**config.mk**
```make
export PLATFORM = sky130hd
export DESIGN_NAME = fetch_unit
export DESIGN_NICKNAME = d
export VERILOG_FILES = /design/src/rtl/fetch_unit.sv
export SDC_FILE = /design/constraint.sdc
export NUM_CORES = 1
export LEC_CHECK = 0
export ABC_AREA = 1
export CORE_MARGIN = 1
export CORE_UTILIZATION = 45
export CTS_BUF_LIST = sky130_fd_sc_hd__clkbuf_4 sky130_fd_sc_hd__clkbuf_8
export CTS_CLUSTER_SIZE = 14
export DETAILED_ROUTE_END_ITERATION = 8
export GPL_TIMING_DRIVEN = 1
export HOLD_SLACK_MARGIN = 0.12
export PLACE_DENSITY = 0.85
export SLEW_MARGIN = 5
export SYNTH_ARGS = -nofsm -noshare
export SYNTH_HDL_FRONTEND = slang
export SYNTH_SLANG_ARGS = --single-unit
```
**constraint.sdc**
```tcl
create_clock -name clk -period 1.8 [get_ports clk]
set_input_delay 0.18 -clock clk [delete_from_list [all_inputs] [get_ports clk]]
set_output_delay 0.18 -clock clk [all_outputs]
set_load 0.03 [all_outputs]
```
**src/rtl/fetch_unit.sv**
```systemverilog
// Instruction fetch stage: program counter, instruction ROM address, IF/ID
// pipeline register, start/stall/redirect handling, and halt detection with
// a fixed-length drain before reporting halted.

package fetch_unit_pkg;

   // Fetch sequencer states.
   typedef enum logic [1:0] {
      ST_IDLE   = 2'd0,
      ST_RUN    = 2'd1,
      ST_DRAIN  = 2'd2,
      ST_HALTED = 2'd3
   } state_t;

   // Opcode field width; the opcode is the top OP_W bits of an instruction.
   localparam int OP_W = 5;

endpackage : fetch_unit_pkg


module fetch_unit
   import fetch_unit_pkg::*;
#(
   parameter int              PC_W         = 8,
   parameter int              INSTR_W      = 9,
   parameter logic [OP_W-1:0] HALT_OP      = 5'b11010,
   parameter int              DRAIN_CYCLES = 3,
   parameter int              CNT_W        = 16
) (
   input  logic               clk,
   input  logic               rst_n,
   input  logic               start,
   input  logic [PC_W-1:0]    start_addr,
   input  logic               stall,
   input  logic               redirect,
   input  logic [PC_W-1:0]    redirect_pc,
   output logic [PC_W-1:0]    imem_addr,
   input  logic [INSTR_W-1:0] imem_data,
   output logic [INSTR_W-1:0] instr_out,
   output logic [PC_W-1:0]    instr_pc,
   output logic               instr_valid,
   output logic               busy,
   output logic               halted,
   output logic [CNT_W-1:0]   fetch_count
);

   // Drain counter only needs to hold DRAIN_CYCLES down to 1.
   localparam int DRAIN_W = (DRAIN_CYCLES < 2) ? 1 : $clog2(DRAIN_CYCLES + 1);

   state_t               state;
   state_t               state_next;
   logic [PC_W-1:0]      pc;
   logic [DRAIN_W-1:0]   drain_cnt;

   // Decoded per-cycle actions; at most one of start_go / redir_go /
   // issue / drain_step is set in any cycle.
   logic                 is_halt;
   logic                 start_go;
   logic                 redir_go;
   logic                 issue;
   logic                 halt_go;
   logic                 drain_step;
   logic                 drain_last;

   // The ROM reads combinationally, so its address is simply the PC.
   assign imem_addr = pc;

   // Halt opcode sits in the top bits of the word coming back from the ROM.
   assign is_halt = (imem_data[INSTR_W-1 -: OP_W] == HALT_OP);

   // The drain ends on the step that takes the counter from 1 to 0.
   assign drain_last = (drain_cnt == DRAIN_W'(1));

   // State register.
   always_ff @(posedge clk or negedge rst_n) begin
      // NOTE: sequential state is always updated with non-blocking
      // assignments so every register samples pre-edge values.
      if (!rst_n) begin
         state <= ST_IDLE;
      end else begin
         state <= state_next;
      end
   end

   // Next-state selection; redirect outranks stall, and stall freezes the drain.
   always_comb begin
      // NOTE: the default assignment up front keeps every path covered, so
      // no latch is inferred for state_next.
      state_next = state;
      case (state)
         ST_IDLE: begin
            if (start) begin
               state_next = ST_RUN;
            end
         end
         ST_RUN: begin
            if (!redirect && !stall && is_halt) begin
               state_next = ST_DRAIN;
            end
         end
         ST_DRAIN: begin
            if (redirect) begin
               state_next = ST_RUN;
            end else if (!stall && drain_last) begin
               state_next = ST_HALTED;
            end
         end
         ST_HALTED: begin
            if (start) begin
               state_next = ST_RUN;
            end
         end
         default: begin
            state_next = ST_IDLE;
         end
      endcase
   end

   // Per-state action decode plus the status outputs derived from state.
   always_comb begin
      start_go   = 1'b0;
      redir_go   = 1'b0;
      issue      = 1'b0;
      halt_go    = 1'b0;
      drain_step = 1'b0;
      busy       = (state == ST_RUN) || (state == ST_DRAIN);
      halted     = (state == ST_HALTED);
      case (state)
         ST_IDLE: begin
            start_go = start;
         end
         ST_RUN: begin
            redir_go = redirect;
            issue    = !redirect && !stall;
            halt_go  = !redirect && !stall && is_halt;
         end
         ST_DRAIN: begin
            redir_go   = redirect;
            drain_step = !redirect && !stall;
         end
         ST_HALTED: begin
            start_go = start;
         end
         default: begin
            start_go = 1'b0;
         end
      endcase
   end

   // Program counter: load on start/redirect, advance on issue except on halt.
   always_ff @(posedge clk or negedge rst_n) begin
      if (!rst_n) begin
         pc <= '0;
      end else if (start_go) begin
         pc <= start_addr;
      end else if (redir_go) begin
         pc <= redirect_pc;
      end else if (issue && !halt_go) begin
         pc <= pc + 1'b1;
      end
   end

   // IF/ID register: capture on issue, turn into a bubble on flush or drain.
   always_ff @(posedge clk or negedge rst_n) begin
      if (!rst_n) begin
         instr_out   <= '0;
         instr_pc    <= '0;
         instr_valid <= 1'b0;
      end else if (issue) begin
         instr_out   <= imem_data;
         instr_pc    <= pc;
         instr_valid <= 1'b1;
      end else if (redir_go || drain_step) begin
         instr_valid <= 1'b0;
      end
   end

   // Issued-instruction counter: cleared on start, saturates at all-ones.
   always_ff @(posedge clk or negedge rst_n) begin
      if (!rst_n) begin
         fetch_count <= '0;
      end else if (start_go) begin
         fetch_count <= '0;
      end else if (issue && (fetch_count != {CNT_W{1'b1}})) begin
         fetch_count <= fetch_count + 1'b1;
      end
   end

   // Drain counter: armed when the halt issues, counts down on unstalled cycles.
   always_ff @(posedge clk or negedge rst_n) begin
      if (!rst_n) begin
         drain_cnt <= '0;
      end else if (halt_go) begin
         drain_cnt <= DRAIN_W'(DRAIN_CYCLES);
      end else if (redir_go) begin
         drain_cnt <= '0;
      end else if (drain_step) begin
         drain_cnt <= drain_cnt - 1'b1;
      end
   end

endmodule : fetch_unit

```
Yosys cells after proc, flatten, opt, wreduce, memory -nomap -nowiden
Index checks and enable logic that the tools add are counted.
{"block": "op_classes", "mux": 20, "n_reduce_logical": 18, "add_sub_neg": 3, "n_eq_ne": 9}
{"op": "two-way mux 16 bit", "n": 2}
{"op": "two-way mux 8 bit", "n": 3}
{"op": "adder 16 x 1 -> 16 bit (second input constant)", "n": 1}
{"op": "!= test 16 bit (second input constant)", "n": 1}
{"op": "two-way mux 2 bit", "n": 7}
{"op": "adder 8 x 1 -> 8 bit (second input constant)", "n": 1}
{"op": "two-way mux 1 bit", "n": 7}
{"op": "case mux 2 bit (3 select lines)", "n": 1}
{"op": "nonzero test 3 bit", "n": 2}
{"op": "== test 5 bit (second input constant)", "n": 1}
{"op": "logical AND 1 bit", "n": 5}
{"op": "== test 2 x 1 -> 1 bit (second input constant)", "n": 2}
{"op": "== test 2 bit (second input constant)", "n": 2}
{"op": "nonzero test 2 bit", "n": 2}
{"op": "OR reduction 2 bit", "n": 2}
{"op": "zero test 1 bit", "n": 3}
{"op": "!= test 3 bit (second input constant)", "n": 1}
{"op": "AND reduction 3 bit", "n": 1}
{"op": "zero test 2 bit", "n": 1}
{"op": "logical OR 1 bit", "n": 2}
{"op": "!= test 2 x 1 -> 1 bit (second input constant)", "n": 1}
{"op": "!= test 2 bit (second input constant)", "n": 1}
{"op": "subtractor 2 x 1 -> 2 bit (second input constant)", "n": 1}
{"block": "word_totals", "wordCells": 57, "ff_bits": 46, "output_inout_bits": 44, "in_bits": 30}

Longest topological paths before layout
Gate-level depths: netlist (run 1).
{"block": "depth", "depth_word": 9, "mapped_depth": 10, "depth_no_buf": 10}

Least setup slack after synthesis (run 1)
No wires, ideal clock.
{"block": "synth_timing", "path_kind": "register to register", "startpoint": "register fetch_count[0]", "endpoint": "register fetch_count[12]", "period_less_slack_ns": 1.730, "required_ns": 1.734, "arrival_ns": 1.664, "slack_ns": 0.070, "stages_incl_launch_ff": 11, "setup_ns": 0.066, "n_path_buf": 1, "cell_sequence": "dfrtp_1 > ha_1 > nand3_1 > inv_2 > nand2_2 > nor2_4 > nor2_4 > nor2_8 > buf_6 > nand2_1 > nand2_1"}
{"block": "synth_via", "elab_chain_len": 3, "elab_cells_between_ends": 6, "cone_classes": "1 x add/sub; 1 x eq/ne; 2 x mux; 2 x reduce/logical"}
{"item": "from (decl)", "line_no": "44", "source": "output logic [CNT_W-1:0] fetch_count"}
{"item": "from (signal assigned)", "line_no": "185", "source": "fetch_count <= fetch_count + 1'b1;"}
{"item": "adder 16 x 1 -> 16 bit or != test 16 bit (tied branches)", "line_no": "185, 184"}
{"item": "two-way mux 16 bit or logical AND 1 bit (tied branches)", "line_no": "184", "source": "end else if (issue && (fetch_count != {CNT_W{1'b1}})) begin"}
{"item": "two-way mux 16 bit or nonzero test 2 bit (tied branches)"}
Several ways; a longest one is shown, not always the timed one. The select of a mux whose other input is x is not followed.
A chain may end at the register's enable or synchronous reset.

Final worst setup path (run 1)
{"block": "layout_timing", "startpoint": "register state[1]", "endpoint": "output halted"}
{"block": "layout_via", "elab_chain_len": 1}
{"item": "from (decl)", "line_no": "50", "source": "state_t state;"}
{"item": "from (signal assigned)", "line_no": "81", "source": "state <= state_next;"}
{"item": "== test 2 bit", "line_no": "127", "source": "halted = (state == ST_HALTED);"}
{"item": "to (decl)", "line_no": "43", "source": "output logic halted,"}
No other way between the ends.

==> impl_metrics.tcl, run 1 <==
set metrics [dict create \
    critPathMaxFanout 4 \
    end_kind "output pin" \
    fp.dieH_um 78.2 \
    postSynth.asyncResetShare 1.00 \
    io_buffers 73 \
    cp_num_buf_inv 1 \
    max_freq_mhz 585 \
    dieWidth_um 78.2 \
    crit_family "buffers and inverters" \
    vias 2652 \
    ctsLongestPathBuffers 2 \
    finClkSkew_ps 12.3 \
    ant_nets 0 \
    drt_drc_violations_left 0 \
    start_util 0.472 \
    place_inst 508 \
    period_minus_slack_ps 1710 \
    first_global_vias 2482 \
    finalMaxSlewViolations 0 \
    tightest_slew_ps 360 \
    drv_cap 0 \
    cts_tree "done" \
    p_clk_frac 0.117 \
    crit_type "flop to output pin" \
    fin_nets 481 \
    htreeDepth 2 \
    die_area_um2 6120 \
    n_antenna_cell 0 \
    ir_drop_v 0.000868 \
    p_comb_frac 0.575 \
    drtPass1Iterations 5 \
    power_frac_seq 0.307 \
    crit_chain "ha_1, clkdlybuf4s50_1" \
    leakage_nw 1.71 \
    synth_edf_count 0 \
    grt_max_degree 47 \
    final_hold_viol_count 0 \
    setup_tns_ps 0 \
    required_ps 1620 \
    outcome "finished, final reports clean" \
    ys_ff_latch 46 \
    synth_fp_nets 394 \
    yosysMostFrequentCell "nand2_1" \
    gp_congestion 0.888 \
    cp_slowest_stage_delay_ps 660 \
    antenna_found_initial 0 \
    drt-wirelength-per-cell_um 12.2 \
    slew-limit-headroom 0.759 \
    drt_iter0_drc 91 \
    ys.flop_type "dfrtp_1" \
    cts-root-buf "clkbuf_8" \
    finalCritPeriodShare 0.949 \
    syn2layout_area_growth_pct 37.8 \
    grt_overflow 0 \
    clk_pin_slew_ps 90 \
    net-switching-power_mw 2.60 \
    swShare 0.471 \
    cellPowerDensity_nw_per_um2 1530 \
    rsz0062_at_grt "no" \
    groute.usage.overall 0.222 \
    yosysSeqAreaShare 0.440 \
    synth.distinct_cells 24 \
    ys_warn_count 0 \
    whs_ps 373 \
    fin_cells 518 \
    yosysTopAreaCellShare 0.440 \
    clock-sinks 46 \
    synth.avg_cell_area_um2 7.30 \
    synthCells 358 \
    place_hpwl_mm 4.71 \
    clk_latency_ps 310 \
    internal_power_mw 2.91 \
    core_area_um2 5540 \
    setup_viol 0 \
    arrival_ps 1530 \
    row_count 27 \
    fin_util 0.651 \
    crit_slowest_cell "clkdlybuf4s50_1" \
    synth_common_cells "140 x nand2_1, 46 x dfrtp_1, 30 x nand3_1" \
    crit_path_start_kind "flop" \
    io_pins 74 \
    grt_pass1_wl_mm 10.8 \
    synth_area_um2 2620 \
    yosys-top-cells-area "dfrtp_1 44%, nand2_1 20%, nand3_1 5.7%" \
    routed_wl_mm 6.34 \
    hold_class "input pin to async pin" \
    cts_made_buffers 5 \
    drive_gt1_frac 0.0897 \
    synth_top_area_cell "dfrtp_1" \
    viasPerCell 5.12 \
    fin_total_pwr_mw 5.51 \
]
metrics by stage:
stage	instance area [um2]	setup WS, ps
floorplan	2620	70.3
global placement	3500	142
detailed placement	3500	88.7
CTS	3600	35.8
global route	3600	5.23
finish	3600	91.5
worst register-to-register path, stage by stage, from the launching register on:
cell and delay (ps):
dfrtp_1 420, ha_1 220, nand3_1 130, inv_2 70, nand2_2 110, nor2_4 60, nor2_4 230, buf_4 190
nand4_1 80, nand2_1 90
flip-flops by register name, summed over array words and instances, names as in the netlist:
| signal | flops |
|---|---|
| imem_addr | 8 |
| instr_valid | 1 |
| instr_out | 9 |
| fetch_count | 16 |
| instr_pc | 8 |
| state | 2 |
| drain_cnt | 2 |
final timing paths:
check                                      end  depth (start not counted)  slack (ps)      startpoint
min in group clk                  instr_out[2]                          3         410    imem_data[2]
worst max register to register  fetch_count[7]                          9         140  fetch_count[1]
max in group asynchronous         drain_cnt[1]                          3        1210           rst_n
worst min register to register    instr_out[7]                          2         490    instr_out[7]
worst min-delay path              imem_addr[1]                          3         370           rst_n
worst max-delay path                    halted                          2          90        state[1]
cells in the final DEF (no fill, tap or decap):
| cell type | count |
|---|---|
| a21oi_1 | 6 |
| inv_2 | 6 |
| or2_2 | 2 |
| nand3_1 | 30 |
| o21ai_0 | 22 |
| buf_2 | 1 |
| clkdlybuf4s50_1 | 71 |
| nor2_8 | 1 |
| clkbuf_8 | 5 |
| dfrtp_1 | 46 |
| ha_1 | 6 |
| nor2_4 | 4 |
| o211ai_1 | 5 |
| o21ai_1 | 1 |
| o21bai_1 | 4 |
| clkinvlp_4 | 1 |
| clkdlybuf4s15_1 | 1 |
| nor2_1 | 27 |
| clkinv_4 | 1 |
| clkinv_2 | 1 |
| dlygate4sd3_1 | 1 |
| xor2_1 | 4 |
| nand2_2 | 3 |
| buf_4 | 13 |
| nand2_1 | 140 |
| nor2_2 | 1 |
| inv_1 | 27 |
| nand4_1 | 15 |
| buf_12 | 1 |
routing by layer:
layer	GRT usage	wire [um]
met1	0.270	2880
met4	0.0667	55
met2	0.386	3050
met3	0.0558	360
met5	0	0
layout make-up:
class                      instances  area, um2
clock buffer                       5       68.8
inverter                          33        124
fill                             484       1940
timing repair buffer              88        853
multi-input combinational        271       1300
clock inverter                     3       21.3
tap                               72       90.1
sequential                        46       1150
power groups by stage:
| stage | Sequential (mW) | Clock, mW | Combinational, mW |
|---|---|---|---|
| after floorplan | 2.26 | 0 | 1.41 |
| after global placement | 1.70 | 0 | 3.09 |
| after detailed placement | 1.71 | 0 | 3.16 |
| after CTS | 1.70 | 0.655 | 3.16 |
| after global routing | 1.74 | 0.708 | 3.47 |
| final | 1.69 | 0.647 | 3.17 |
what timing repair did:
| action | CTS | global route |
|---|---|---|
| endpoints found under the setup margin | 1 | 6 |
| hold buffers | 1 | 0 |
| setup buffers | 0 | 1 |
| endpoints found under the hold margin | 46 | 0 |
| gates resized for setup | 1 | 1 |
cells by family (layout without fill, tap and decap cells):
kind of cell / count (synthesis) / in the layout / synth area share
simple gates: 223 / 223 / 0.372
fa+ha+maj: 6 / 6 / 0.0287
xor+xnor: 4 / 4 / 0.0134
buf+inv: 41 / 129 / 0.0641
compound gates: 38 / 38 / 0.0813
flops: 46 / 46 / 0.440
No activity file was read; power rests on OpenSTA's default activity.
==> run 2: changes to the inputs <==
--- a/config.mk
+++ b/config.mk
@@ -13,7 +13,7 @@
 export DETAILED_ROUTE_END_ITERATION = 8
 export GPL_TIMING_DRIVEN = 1
 export HOLD_SLACK_MARGIN = 0.12
-export PLACE_DENSITY = 0.85
+export PLACE_DENSITY_LB_ADDON = 0.08
 export SLEW_MARGIN = 5
 export SYNTH_ARGS = -nofsm -noshare
 export SYNTH_HDL_FRONTEND = slang
==> impl_metrics.tcl, run 2 (synthesized netlist as in run 1, its figures left out) <==
set metrics [dict create \
    outcome "finished, final reports clean" \
    end_kind "output pin" \
    cp_slowest_stage_delay_ps 400 \
    top_regs "fetch_count: 16 flops, instr_out: 9 flops" \
    drv_cap 0 \
    drt_drc_violations_left 0 \
    final_hold_viol_count 0 \
    drtPass1Iterations 4 \
    hold_class "input pin to async pin" \
    cellPowerDensity_nw_per_um2 1520 \
    core_area_um2 5540 \
    groute.usage.overall 0.225 \
    cp_num_buf_inv 3 \
    crit_slowest_cell "dfrtp_1" \
    critPathMaxFanout 4 \
    r2r_slack_ps 150 \
    syn2layout_area_growth_pct 38.2 \
    clk_latency_ps 300 \
    rsz0062_at_grt "no" \
    finalMaxSlewViolations 0 \
    ctsLongestPathBuffers 2 \
    final_common_cell "nand2_1" \
    crit_chain "inv_1, ha_1, inv_2, clkdlybuf4s15_1" \
    grt_overflow 0 \
    dieWidth_um 78.2 \
    arrival_ps 1530 \
    clock-sinks 46 \
    grt_max_degree 31 \
    slew-limit-headroom 0.731 \
    place_hpwl_mm 4.66 \
    start_util 0.472 \
    gp_congestion 0.799 \
    fin_util 0.652 \
    crit_type "flop to output pin" \
    required_ps 1620 \
    first_global_vias 2349 \
    setup_viol 0 \
    cts_tree "done" \
    finClkSkew_ps 9.61 \
    crit_path_start_kind "flop" \
    tightest_slew_ps 403 \
    final_cell_mix "140 x nand2_1, 71 x clkdlybuf4s50_1, 46 x dfrtp_1, 30 x nand3_1" \
    ir_drop_v 0.000950 \
    htreeDepth 2 \
    drt-wirelength-per-cell_um 12.1 \
    drive_gt1_frac 0.0876 \
    viasPerCell 5.02 \
    routed_wl_mm 6.28 \
    cts-root-buf "clkbuf_8" \
    crit_family "buffers and inverters" \
    fp.dieH_um 78.2 \
    vias 2595 \
    grt_pass1_wl_mm 10.7 \
    setup_tns_ps 0 \
    finalCritPeriodShare 0.950 \
    largest_reg_flops 16 \
    antenna_found_initial 0 \
    die_area_um2 6120 \
    max_freq_mhz 585 \
    fin_nets 480 \
    drt_iter0_drc 170 \
    ant_nets 0 \
    io_buffers 73 \
    regMostFlops "fetch_count" \
    row_count 27 \
    cts_made_buffers 5 \
    clk_pin_slew_ps 90 \
    n_antenna_cell 0 \
    whs_ps 326 \
    io_pins 74 \
    leakage_nw 1.72 \
    period_minus_slack_ps 1710 \
]
==> run 2: changes by cell type in the layout (fill, tap and decap cells not counted) <==
cell	delta
buf_4	-2
buf_12	+1
clkbuf_4	+1
clkbuf_8	+1
clkinv_4	-1
clkinvlp_4	-1
==> run 2: report_power, final <==
group	switching [mW]	internal, mW	total (mW)	leakage (nW)
clock network	0.348	0.325	0.673	0.0517
registers	0.302	1.39	1.69	0.598
logic	1.89	1.23	3.12	1.07
==> run 2: final timing paths <==
| kind | from | endpoint | cells past startpoint |
|---|---|---|---|
| setup / recovery | state[0] | busy | 4 |
| hold / removal | rst_n | imem_addr[1] | 2 |
| setup reg to reg | fetch_count[1] | fetch_count[6] | 9 |
| hold reg to reg | instr_pc[6] | instr_pc[6] | 2 |
| max in group asynchronous | rst_n | drain_cnt[1] | 3 |
| min in group clk | imem_data[2] | instr_out[2] | 3 |
==> run 2: area by class of cell <==
type,instances,area (um2)
Tap cell,72,90.1
Fill cell,507,1930
Sequential cell,46,1150
Timing Repair Buffer,87,858
Multi-Input combinational cell,271,1300
Clock inverter,1,5.00
Clock buffer,7,90.1
Inverter,33,124
==> run 2: per-layer routing <==
metal | track usage | up-vias | routed length (um)
met1 | 0.285 | 1171 | 2820
met4 | 0.0667 | 0 | 93
met5 | 0 | - | 0
li1 | - | 1325 | -
met2 | 0.379 | 89 | 2900
met3 | 0.0570 | 10 | 466
==> run 2: what timing repair did <==
action                                  4_1_cts  5_1_grt
setup buffers                                 0        2
hold endpoints to repair                     16        0
endpoints found under the setup margin        1       17
pin swaps                                     0        1
hold buffers                                  1        0
gates resized for setup                       1        1
==> run 2: through the flow <==
| step | worst slack, ps | power (mW) | std cells | instance area [um2] |
|---|---|---|---|---|
| 2_1_floorplan | 70.3 | 3.67 | 358 | 2620 |
| 3_3_place_gp | 76.1 | 4.78 | 506 | 3480 |
| 3_5_place_dp | 33.9 | 4.84 | 506 | 3480 |
| 4_1_cts | 47.0 | 5.52 | 515 | 3590 |
| 5_1_grt | 20.2 | 5.94 | 517 | 3610 |
| 6_report | 90.5 | 5.48 | 517 | 3610 |
